==> src/rtl/input_port_unit_pkg.sv <==
`default_nettype none
// ============================================================================
// Module   : input_port_unit_pkg
// Purpose  : Shared constants and helpers for the input port unit.
// Contents : NPORTS   - number of device ports
//            SEL_W    - width of the CPU port select
//            port_lsb - low bit of port i inside the packed in_data bus
// Revision : 1.0 - initial release
// ============================================================================
package input_port_unit_pkg;

    localparam int NPORTS = 4;
    localparam int SEL_W  = 2;

    // Port i occupies in_data[port_lsb(i, WIDTH) +: WIDTH].
    function automatic int port_lsb(input int port, input int width);
        return port * width;
    endfunction

endpackage
`default_nettype wire

==> src/rtl/input_port_unit_if.sv <==
`default_nettype none
// ============================================================================
// Module   : input_port_unit_if
// Purpose  : Bundles the device handshake and CPU read signals of the
//            input port unit.
// Signals  : in_data  - packed per-port device data (NPORTS*WIDTH)
//            in_stb   - per-port device strobes (asynchronous)
//            in_ack   - per-port acknowledges back to devices
//            sel      - CPU port select
//            rd_en    - CPU read/consume strobe
//            rd_data  - holding register of the selected port
//            rd_valid - occupied flag of the selected port
//            full     - per-port occupied flags
//            irq      - any port holds unread data
// Modports : master - devices/CPU side, slave - the unit itself
// Revision : 1.0 - initial release
// ============================================================================
interface input_port_unit_if #(
    parameter int WIDTH = 8
);
    import input_port_unit_pkg::*;

    logic [NPORTS*WIDTH-1:0] in_data;
    logic [NPORTS-1:0]       in_stb;
    logic [NPORTS-1:0]       in_ack;
    logic [SEL_W-1:0]        sel;
    logic                    rd_en;
    logic [WIDTH-1:0]        rd_data;
    logic                    rd_valid;
    logic [NPORTS-1:0]       full;
    logic                    irq;

    modport master (
        output in_data, in_stb, sel, rd_en,
        input  in_ack, rd_data, rd_valid, full, irq
    );

    modport slave (
        input  in_data, in_stb, sel, rd_en,
        output in_ack, rd_data, rd_valid, full, irq
    );

endinterface
`default_nettype wire

==> src/rtl/input_port_unit_in_channel.sv <==
`default_nettype none
// ============================================================================
// Module   : input_port_unit_in_channel
// Purpose  : One device port: strobe synchroniser, 4-phase capture/ack
//            logic, holding register and occupied flag.
// Ports    : clk, reset (async, active-high)
//            stb     - device strobe (asynchronous)
//            data    - device data, stable while the handshake is open
//            clear   - CPU consumes this port's byte
//            ack     - registered acknowledge to the device
//            full    - holding register occupied
//            holding - last captured byte
// Revision : 1.0 - initial release
// ============================================================================
module input_port_unit_in_channel #(
    parameter int WIDTH       = 8,
    parameter int SYNC_STAGES = 2    // must be >= 2
) (
    input  wire logic             clk,
    input  wire logic             reset,
    input  wire logic             stb,
    input  wire logic [WIDTH-1:0] data,
    input  wire logic             clear,
    output logic                  ack,
    output logic                  full,
    output logic [WIDTH-1:0]      holding
);

    logic [SYNC_STAGES-1:0] r_sync;
    logic                   r_ack;
    logic                   r_full;
    logic [WIDTH-1:0]       r_hold;

    logic w_ssync;
    logic w_capture;
    logic w_release;

    assign w_ssync = r_sync[SYNC_STAGES-1];

    // Requiring ack low means a strobe held high is captured only once: the
    // ack stays high until the strobe drops, so no second capture can occur.
    assign w_capture = w_ssync && !r_full && !r_ack;
    assign w_release = !w_ssync && r_ack;

    always_ff @(posedge clk or posedge reset) begin
        if (reset) begin
            r_sync <= '0;
            r_ack  <= 1'b0;
            r_full <= 1'b0;
            r_hold <= '0;
        end else begin
            r_sync <= {r_sync[SYNC_STAGES-2:0], stb};
            if (w_capture) begin
                r_hold <= data;
                r_full <= 1'b1;
                r_ack  <= 1'b1;
            end else begin
                // Capture needs full low and a consume needs full high, so the
                // two never collide on the same edge.
                if (w_release) begin
                    r_ack <= 1'b0;
                end
                if (clear && r_full) begin
                    r_full <= 1'b0;
                end
            end
        end
    end

    assign ack     = r_ack;
    assign full    = r_full;
    assign holding = r_hold;

endmodule
`default_nettype wire

==> src/rtl/input_port_unit.sv <==
`default_nettype none
// ============================================================================
// Module   : input_port_unit
// Purpose  : Receives bytes from NPORTS devices over strobe/ack handshakes
//            and presents them to the CPU through a select/consume port.
// Ports    : clk, reset (async, active-high)
//            bus - input_port_unit_if.slave (device handshake + CPU read)
// Revision : 1.0 - initial release
// ============================================================================
module input_port_unit #(
    parameter int WIDTH       = 8,
    parameter int SYNC_STAGES = 2
) (
    input  wire logic          clk,
    input  wire logic          reset,
    input_port_unit_if.slave   bus
);
    import input_port_unit_pkg::*;

    logic [WIDTH-1:0]  w_hold [NPORTS];
    logic [NPORTS-1:0] w_full;
    logic [NPORTS-1:0] w_ack;

    generate
        for (genvar i = 0; i < NPORTS; i++) begin : g_port
            logic w_clear;

            // Only the port selected at the rd_en edge is consumed.
            assign w_clear = bus.rd_en && (bus.sel == SEL_W'(i));

            input_port_unit_in_channel #(
                .WIDTH       (WIDTH),
                .SYNC_STAGES (SYNC_STAGES)
            ) u_channel (
                .clk     (clk),
                .reset   (reset),
                .stb     (bus.in_stb[i]),
                .data    (bus.in_data[port_lsb(i, WIDTH) +: WIDTH]),
                .clear   (w_clear),
                .ack     (w_ack[i]),
                .full    (w_full[i]),
                .holding (w_hold[i])
            );
        end
    endgenerate

    assign bus.in_ack   = w_ack;
    assign bus.full     = w_full;
    assign bus.rd_data  = w_hold[bus.sel];
    assign bus.rd_valid = w_full[bus.sel];
    assign bus.irq      = |w_full;

endmodule
`default_nettype wire

==> src/flat_wrapper.sv <==
// flat-port wrapper written by rule: the top's interface ports become plain ports
module input_port_unit_flat import input_port_unit_pkg::*;
#(
    parameter int WIDTH       = 8,
    parameter int SYNC_STAGES = 2
)
  (clk, reset, bus_in_data, bus_in_stb, bus_sel, bus_rd_en, bus_in_ack, bus_rd_data, bus_rd_valid, bus_full, bus_irq);
  input_port_unit_if #(.WIDTH(WIDTH)) bus_i ();
  input  wire logic clk;
  input  wire logic reset;
  input wire logic [$bits(bus_i.in_data)-1:0] bus_in_data;
  input wire logic [$bits(bus_i.in_stb)-1:0] bus_in_stb;
  input wire logic [$bits(bus_i.sel)-1:0] bus_sel;
  input wire logic [$bits(bus_i.rd_en)-1:0] bus_rd_en;
  output wire logic [$bits(bus_i.in_ack)-1:0] bus_in_ack;
  output wire logic [$bits(bus_i.rd_data)-1:0] bus_rd_data;
  output wire logic [$bits(bus_i.rd_valid)-1:0] bus_rd_valid;
  output wire logic [$bits(bus_i.full)-1:0] bus_full;
  output wire logic [$bits(bus_i.irq)-1:0] bus_irq;
  assign bus_i.in_data = bus_in_data;
  assign bus_i.in_stb = bus_in_stb;
  assign bus_i.sel = bus_sel;
  assign bus_i.rd_en = bus_rd_en;
  assign bus_in_ack = bus_i.in_ack;
  assign bus_rd_data = bus_i.rd_data;
  assign bus_rd_valid = bus_i.rd_valid;
  assign bus_full = bus_i.full;
  assign bus_irq = bus_i.irq;
  input_port_unit #(.WIDTH(WIDTH), .SYNC_STAGES(SYNC_STAGES)) u_core (.clk(clk), .reset(reset), .bus(bus_i));
endmodule
==> config.mk <==
export PLATFORM = sky130hd
export DESIGN_NAME = input_port_unit_flat
export DESIGN_NICKNAME = d
export VERILOG_FILES = /design/src/rtl/input_port_unit_pkg.sv /design/src/rtl/input_port_unit_if.sv /design/src/rtl/input_port_unit_in_channel.sv /design/src/rtl/input_port_unit.sv /design/src/flat_wrapper.sv
export SDC_FILE = /design/constraint.sdc
export NUM_CORES = 1
export LEC_CHECK = 0
export ABC_AREA = 0
export CAP_MARGIN = 30
export CORE_MARGIN = 2
export CORE_UTILIZATION = 36
export CTS_BUF_LIST = sky130_fd_sc_hd__clkbuf_8 sky130_fd_sc_hd__clkbuf_16
export DETAILED_ROUTE_END_ITERATION = 8
export MAX_ROUTING_LAYER = met4
export PLACE_DENSITY = 0.62
export SLEW_MARGIN = 30
export SYNTH_ARGS = -nofsm -noshare
export SYNTH_HDL_FRONTEND = slang
export SYNTH_SLANG_ARGS = --single-unit
==> constraint.sdc <==
create_clock -name clk -period 1.53 [get_ports clk]
set_clock_uncertainty 0.05 [all_clocks]
set_input_delay 0.2295 -clock clk [delete_from_list [all_inputs] [get_ports clk]]
set_output_delay 0.2295 -clock clk [all_outputs]
set_load 0.005 [all_outputs]
* Word level (Yosys, flattened, before mapping)
Index checks and enable logic that the tools add are counted.
** Storage, ports and cells
- Flip-flop bits (word level) :: 48
- Bits of input ports :: 41
- Output and inout bits :: 18
- Word-level logic and storage cells :: 85
** Cells by class
- Magnitude comparators :: 2
- Equal/unequal tests :: 3
- Muxes and demuxes :: 21
- Bitwise logic cells :: 1
- Reductions and logical operators :: 42
** Operators by type and width (number)
- 1-bit logical AND :: 20
- 1-bit two-way mux :: 17
- 8-bit binary-select mux with 2-bit select :: 1
- 8-bit two-way mux :: 2
- 2-bit nonzero test :: 8
- 1-bit zero test :: 12
- 2-bit equality test (second input constant) :: 2
- 4-bit OR reduction :: 1
- 3-bit >= comparator (second input constant) :: 1
- 2-bit by 3-bit less-than comparator with 1-bit output (second input constant) :: 1
- 2-bit inverter with 3-bit output :: 1
- 1-bit binary-select mux with 2-bit select :: 1
- 2-bit by 1-bit equality test with 1-bit output (second input constant) :: 1
- 2-bit zero test :: 1

* Longest topological paths before layout
Gate-level depths: netlist (run 1).
- Depth after elaboration :: 5
- Gate-level depth with buffers :: 3

* Hierarchy
From an unflattened synthesis (run 1), not the netlist that was laid out.
** Second synthesis, totals
- Cell total of the unflattened synthesis :: 120
- Area total of the unflattened synthesis :: 2019.4 sq um
** Modules (own cells, without submodules)
- input_port_unit_in_channel :: times used 4, cells each 26, area an instance 436.7 sq um, seq. area each 300.3 sq um
- input_port_unit :: times used 1, cells each 16, area an instance 272.8 sq um, seq. area each 0.0 sq um

* Worst setup path before layout (run 1)
Ideal clock, no wire load.
- Path kind :: flip-flop to output port
- Start :: register u_core.g_port[0].u_channel.r_full
- End :: output port bus_irq
- Arrival :: 1.093 ns
- Required time :: 1.250 ns
- Slack :: 0.158 ns
- Cell stages (with the launch flop) :: 2
- Path buffers :: 0
- Cell sequence :: dfrtp_1 > or4_2
** On the way
- Cells in the longest elaborated chain, start to end :: 1
** RTL lines
- from (decl) :: line input_port_unit_in_channel.sv:31 : logic r_full;
- from (signal assigned) :: line input_port_unit_in_channel.sv:49 : r_full <= 1'b0;
- from (signal assigned) :: line input_port_unit_in_channel.sv:55 : r_full <= 1'b1;
- from (signal assigned) :: line input_port_unit_in_channel.sv:64 : r_full <= 1'b0;
- 4-bit OR reduction :: line input_port_unit.sv:51 : assign bus.irq = |w_full;
- to (decl) :: line flat_wrapper.sv:19 : output wire logic [$bits(bus_i.irq)-1:0] bus_irq;
No other way between the ends.

* Worst setup path in the final report (run 1)
- Start :: register u_core.g_port[1].u_channel.r_full
- End :: output port bus_rd_valid
** On the way
- Cells in the longest elaborated chain, start to end :: 2
** RTL lines
- from (decl) :: line input_port_unit_in_channel.sv:31
- from (signal assigned) :: line input_port_unit_in_channel.sv:49
- from (signal assigned) :: line input_port_unit_in_channel.sv:55
- from (signal assigned) :: line input_port_unit_in_channel.sv:64
- 1-bit binary-select mux with 2-bit select :: line input_port_unit.sv:50 : assign bus.rd_valid = w_full[bus.sel];
- 1-bit two-way mux (implied by the code) :: line input_port_unit.sv:50
- to (decl) :: line flat_wrapper.sv:17 : output wire logic [$bits(bus_i.rd_valid)-1:0] bus_rd_valid;
No other way between the ends. The select of a mux whose other input is x is not followed.

==> results of run 1 <==
==> path summary, 6_finish.rpt <==
kind                                                                endpoint  slack (ps)  cells past startpoint
hold / removal                u_core.g_port[3].u_channel.r_sync[0]$_DFF_PP0_         240                      3
hold reg to reg               u_core.g_port[3].u_channel.r_sync[1]$_DFF_PP0_         310                      0
max in group asynchronous  u_core.g_port[3].u_channel.holding[0]$_DFFE_PP0P_         970                      3
setup reg to reg           u_core.g_port[0].u_channel.holding[5]$_DFFE_PP0P_         -20                      5
min in group clk              u_core.g_port[3].u_channel.r_sync[1]$_DFF_PP0_         310                      0
setup / recovery                                                bus_rd_valid        -150                      3
==> timing repair <==
action / CTS / global route
resized for setup: 81 / 19
setup buffers: 12 / 4
pin swaps: 4 / 3
endpoints found under the setup margin: 16 / 43
gates cloned: 0 / 0
==> kinds of logic after synthesis <==
| group | count (synthesis) |
|---|---|
| flops | 48 |
| mux | 41 |
| buf+inv | 15 |
| simple gates | 9 |
| compound gates | 8 |
==> flip-flops by register name, indices dropped and copies added, names as in the netlist <==
signal and cells:
u_core.g_port.u_channel.ack 4, u_core.g_port.u_channel.full 4, u_core.g_port.u_channel.holding 32, u_core.g_port.u_channel.r_sync 8
==> routing by layer <==
| layer | track usage | vias up | part of all wire |
|---|---|---|---|
| li1 | - | 611 | - |
| met1 | 0.208 | 667 | 0.42 |
| met2 | 0.280 | 39 | 0.52 |
| met4 | 0.0310 | 0 | 0.012 |
| met5 | - | - | 0 |
| met3 | 0.0407 | 7 | 0.045 |
==> final cells by class <==
class | instances | area (µm²) | share of cell area
Sequential cell | 48 | 1200 | 0.384
Timing Repair Buffer | 92 | 896 | 0.286
Multi-Input combinational cell | 58 | 833 | 0.266
Tap cell | 72 | 90.1 | 0.0288
Clock buffer | 6 | 82.6 | 0.0264
Inverter | 5 | 18.8 | 0.00600
Clock inverter | 2 | 7.51 | 0.00240
==> worst register-to-register path, cell delays in order (launching register included) <==
cell and delay [ps]:
dfrtp_1 410, buf_6 130, buf_4 140, nor3b_4 240, buf_6 180, mux2_4 300
==> where the power goes <==
| group | switching [µW] | internal, µW |
|---|---|---|
| combinational | 698 | 1600 |
| clock | 397 | 356 |
| sequential | 333 | 1800 |
==> stage by stage <==
stage	cells	hold WS, ps	util
2_1_floorplan	121	211	-
3_3_place_gp	262	286	0.516
3_5_place_dp	262	291	0.516
4_1_cts	281	250	0.555
5_1_grt	283	286	0.568
6_report	283	235	0.568
==> layout by cell type, fill, tap and decap left out <==
master	netlist	routed
or3b_1	1	1
dlygate4sd2_1	0	6
dfrtp_1	48	48
nand3b_1	2	2
mux4_2	1	9
a21boi_0	4	4
buf_2	1	8
nor3b_4	4	4
inv_1	5	6
mux2_4	0	25
buf_6	0	17
clkdlybuf4s15_2	0	1
mux2_2	32	7
clkdlybuf4s50_1	0	41
nand3_1	1	1
or4_4	0	1
clkbuf_2	0	1
clkbuf_8	0	6
inv_2	0	1
buf_12	0	4
a21o_1	3	3
a21o_2	1	1
buf_4	9	14
==> reports/results.ini, run 1 <==
[status]
status = finished with violations
violations = negative setup slack

[sta]
report.final.slew_viol_count = 0
finalSetupViolations = 15
rsz0062_at_grt = yes
finalHoldViolCount = 0
period_share = 1.10
post-route-min-period_ps = 1680
max_freq_mhz = 596
worst_pin_slew_ps = 261
fin_tns_setup_ps = -587
fin_ws_ps = -148
relSlewSlack = 0.826

[placed_design]
place_area_mm2 = 0.00284
portBuffers = 58
dp_slack_ps = -671
hpwl_um = 3310
gp_congestion = 0.807

[logic_synthesis]
synth_area_mm2 = 0.00206
yosys.area.top_type_share = 0.583
postSynthCellCount = 121
mappedNetlistNets = 162
synth-async-reset-ratio = 1.00
synth_top_family_by_area = multiplexers
synthAdderAreaFrac = 0
seq_area_frac_synth = 0.583
synth_cell_types = 15
muxShareOfSynthArea = 0.288
synth_area_leader_cell = dfrtp_1
avgSynthCellArea_um2 = 17.0
synth_flop_cell = dfrtp_1
synth_warnings = 0
synth.most_common_cell = dfrtp_1
synthTopCellsByCount = dfrtp_1, mux2_2, buf_4
synth_compound_area_frac = 0.0298
synth_area_leaders = dfrtp_1, mux2_2, mux4_1
synthSimpleGateAreaFrac = 0.0547
synth_xor_area_frac = 0
synth_seq_cells = 48
synth_edf_count = 0

[clock_tree]
htree_levels = 2
cts_hold_buf = 0
cts_tree = built
cts_made_buffers = 5
numClockSinks = 48
clock_latency_ps = 290
clkSlewWorstSetupHoldPaths_ps = 80
clockBufferDepth = 2
ctsRootBufferMaster = clkbuf_8

[floorplanning]
initial_core_util = 0.374
core_area_mm2 = 0.00551
num_rows = 27
io_pins = 59
dieHeight_um = 79.6
die_area_mm2 = 0.00634
die_x_um = 79.6

[worst_setup_path]
critPathKind = flop to output pin
cp-startpoint = u_core.g_port[1].u_channel.full$_DFFE_PP0P_
cp-start-kind = flop
cp.arrival_ps = 1400
path_buf_inv = 2
r2r-start = u_core.g_port[0].u_channel.full$_DFFE_PP0P_
critical-path-slowest-cell = mux4_2
critical-path-top-delay-family = multiplexers
worst_ep_required_time_ps = 1250
end_kind = output pin
worstPathCellList = buf_6, mux4_2, buf_2
critPathMaxStageDelay_ps = 430
path_max_fanout = 2

[global_route]
antenna_found_initial = 0
grt_pass1_vias = 1483
grt_pass1_wl_um = 7810
gr-total-overflow = 0
grt_usage = 0.167
grt_max_degree = 49

[power]
peakVddDrop_v = 0.000704
power.density_mw_per_mm2 = 1660
p_leak_uw = 0.00140
total_power_uw = 5180

[drt]
wl_per_cell_um = 16.9
ant_nets = 0
drcViolationCount = 0
vias_per_cell = 4.68
first_pass_iters = 4
drtIter0Drc = 72
vias = 1324
drt_wl_total_um = 4770

[run]
drv_cap = 0

[finish]
finalInstanceArea_mm2 = 0.00313
nNetsFinal = 251
drive_gt1_frac = 0.469
num-fill-cells = 469
antenna_cells = 0
area_delta_synth_final_pct = 51.9

[min_path]
hp-class = primary input to asynchronous set/reset pin

Note: power is estimated with default switching activity, not from simulation.
==> run 2: changes to the inputs <==
--- a/config.mk
+++ b/config.mk
@@ -7,6 +7,7 @@
 export LEC_CHECK = 0
 export ABC_AREA = 0
 export CAP_MARGIN = 30
+export CORE_ASPECT_RATIO = 1.75
 export CORE_MARGIN = 2
 export CORE_UTILIZATION = 36
 export CTS_BUF_LIST = sky130_fd_sc_hd__clkbuf_8 sky130_fd_sc_hd__clkbuf_16
==> run 2 against run 1 <==
Compared with the run above: the run still ends with negative setup slack left; clock power is 3.2% higher; first-iteration DRC count fell by 63%; global-route usage rose by 1.1 points; sequential power about the same; die area is 0.38% higher; setup slack got worse by 77 ps; clock-buffer cell count did not move; critical path type unchanged.
==> reports/results.ini, run 2 (same netlist as run 1, synthesis figures left out) <==
[global_route]
grt.busiest_layer = met2
grt_pass1_vias = 1472  ; -0.74%
use_met2 = 0.274  ; -0.00552
antenna_found_initial = 0  ; unchanged
grt_pass1_wl_um = 8040  ; +2.9%
grt_max_degree = 49  ; unchanged
met3_usage = 0.0348  ; -0.00590
grt_usage = 0.177  ; +0.0108
met1_usage = 0.233  ; +0.0247
gr-total-overflow = 0  ; unchanged

[floorplanning]
core_area_mm2 = 0.00554  ; +0.61%
dieHeight_um = 104  ; +31%
io_pins = 59  ; unchanged
die_x_um = 61.2  ; -23%
initial_core_util = 0.372  ; -0.00228
die_area_mm2 = 0.00637  ; +0.38%
num_rows = 36  ; +33%

[worst_setup_path]
timing.rr.end = u_core.g_port[1].u_channel.holding[0]$_DFFE_PP0P_
rr_worst_depth = 5  ; unchanged
r2r-start = u_core.g_port[1].u_channel.full$_DFFE_PP0P_
worstPathCellList = buf_4, or4_4, buf_6
critPathMaxStageDelay_ps = 520  ; +90 ps
cp-startpoint = u_core.g_port[0].u_channel.full$_DFFE_PP0P_
cp-start-kind = flop
rrSetupSlack_ps = 10  ; +30 ps
path_max_fanout = 2  ; unchanged
critPathKind = flop to output pin
end_kind = output pin
cp.arrival_ps = 1480  ; +80 ps
crit_end = bus_irq
worst_ep_required_time_ps = 1250  ; about the same
critical-path-slowest-cell = or4_4

[sta]
finalSetupViolations = 10  ; -5
finalHoldViolCount = 0  ; unchanged
report.final.slew_viol_count = 0  ; unchanged
post-route-min-period_ps = 1760  ; +77.5 ps
rsz0062_at_grt = yes
worst_pin_slew_ps = 275  ; +13.9 ps
max_freq_mhz = 570  ; -4.4%
period_share = 1.15  ; +0.0506
relSlewSlack = 0.817  ; -0.00948
fin_ws_ps = -225  ; -77.5 ps

[drt]
ant_nets = 0  ; unchanged
wl_per_cell_um = 17.7  ; +4.8%
drcViolationCount = 0  ; unchanged
first_pass_iters = 4  ; unchanged
vias = 1352  ; +2.1%
drtIter0Drc = 27  ; -63%
vias_per_cell = 4.73  ; +1.0%
drt_wl_total_um = 5050  ; +5.9%

[finish]
largest_reg_flops = 32  ; unchanged
multi_input_area_um2 = 818  ; -1.8%
area_delta_synth_final_pct = 53.9
layout_commonest_cell = dfrtp_1
num-fill-cells = 468  ; -0.21%
drive_gt1_frac = 0.471  ; +0.00223
finalInstanceArea_mm2 = 0.00317  ; +1.3%
fin_util = 0.572  ; +0.00399
most-common-layout-cells = dfrtp_1, clkdlybuf4s50_1, mux2_4
antenna_cells = 0  ; unchanged
nNetsFinal = 250  ; -0.40%
seq_area_mm2 = 0.00120  ; unchanged

[clock_tree]
htree_levels = 2  ; unchanged
cts_hold_buf = 0  ; unchanged
clock_latency_ps = 300  ; about the same
clockBufferDepth = 2  ; unchanged
cts_tree = built
cts_made_buffers = 5  ; unchanged
numClockSinks = 48  ; unchanged
ctsRootBufferMaster = clkbuf_8
clkSlewWorstSetupHoldPaths_ps = 90  ; about the same

[status]
status = finished with violations
violations = negative setup slack

[power]
p_leak_uw = 0.00140  ; -0.29%
total_power_uw = 5320  ; +2.6%
power.density_mw_per_mm2 = 1680  ; +1.3%
peakVddDrop_v = 0.000901  ; +28%

[min_path]
hp-class = primary input to asynchronous set/reset pin

[placed_design]
portBuffers = 58  ; unchanged
place_area_mm2 = 0.00287  ; +1.1%
gp_congestion = 0.762  ; -5.7%
hpwl_um = 3250  ; -1.6%

[run]
drv_cap = 0  ; unchanged

-- run 2: what timing repair did --
| item | in CTS | in global routing |
|---|---|---|
| setup endpoints to repair | 16 | 37 |
| resized for setup | 80 | 11 |
| pin swaps | 4 | 2 |
| buffers inserted | 9 | 7 |
| gates cloned | 2 | 1 |
-- run 2: worst max-delay path: cells and delay by family (launching register included) --
| family | cells | cell delay (ps) |
|---|---|---|
| buffers and inverters | 2 | 260 |
| flip-flops | 1 | 400 |
| AND/OR/NAND/NOR | 1 | 520 |
-- run 2: power breakdown --
part | switching (µW) | internal (µW) | leakage [µW] | total [µW]
combinational | 734 | 1690 | 0.000786 | 2420
clock | 415 | 361 | 0.0000486 | 777
sequential | 323 | 1800 | 0.000565 | 2120
-- run 2: cell type report --
class | count | area share
Sequential cell | 48 | 0.379
Timing Repair Buffer | 91 | 0.298
Multi-Input combinational cell | 58 | 0.258
Tap cell | 76 | 0.0300
Clock buffer | 6 | 0.0260
Inverter | 5 | 0.00592
Clock inverter | 2 | 0.00355
-- run 2: worst min-delay path by stage --
stage / startpoint / end / slack (ps) / depth (start not counted)
after floorplan: bus_in_stb[0] / u_core.g_port[0].u_channel.r_sync[0]$_DFF_PP0_ / 210 / 0
after global placement: u_core.g_port[2].u_channel.r_sync[0]$_DFF_PP0_ / u_core.g_port[2].u_channel.r_sync[1]$_DFF_PP0_ / 280 / 0
after detailed placement: u_core.g_port[1].u_channel.r_sync[0]$_DFF_PP0_ / u_core.g_port[1].u_channel.r_sync[1]$_DFF_PP0_ / 290 / 0
after CTS: reset / u_core.g_port[1].u_channel.holding[5]$_DFFE_PP0P_ / 230 / 3
after global routing: reset / u_core.g_port[2].u_channel.holding[0]$_DFFE_PP0P_ / 240 / 3
final: reset / u_core.g_port[3].u_channel.r_sync[1]$_DFF_PP0_ / 220 / 3
-- run 2: per-layer routing --
metal | part of all wire | vias up
met3 | 0.037 | 6
met5 | 0 | -
met2 | 0.54 | 36
li1 | - | 605
met4 | 0.011 | 0
met1 | 0.41 | 705
-- run 2: stage by stage --
stage	TNS, ps	instances	setup WS, ps	hold slack (ps)
global route	-1790	286	-276	235
CTS	-895	280	-222	232
finish	-734	286	-225	224
floorplan	0	121	106	211
global placement	-6240	261	-690	282
detailed placement	-6240	261	-691	288
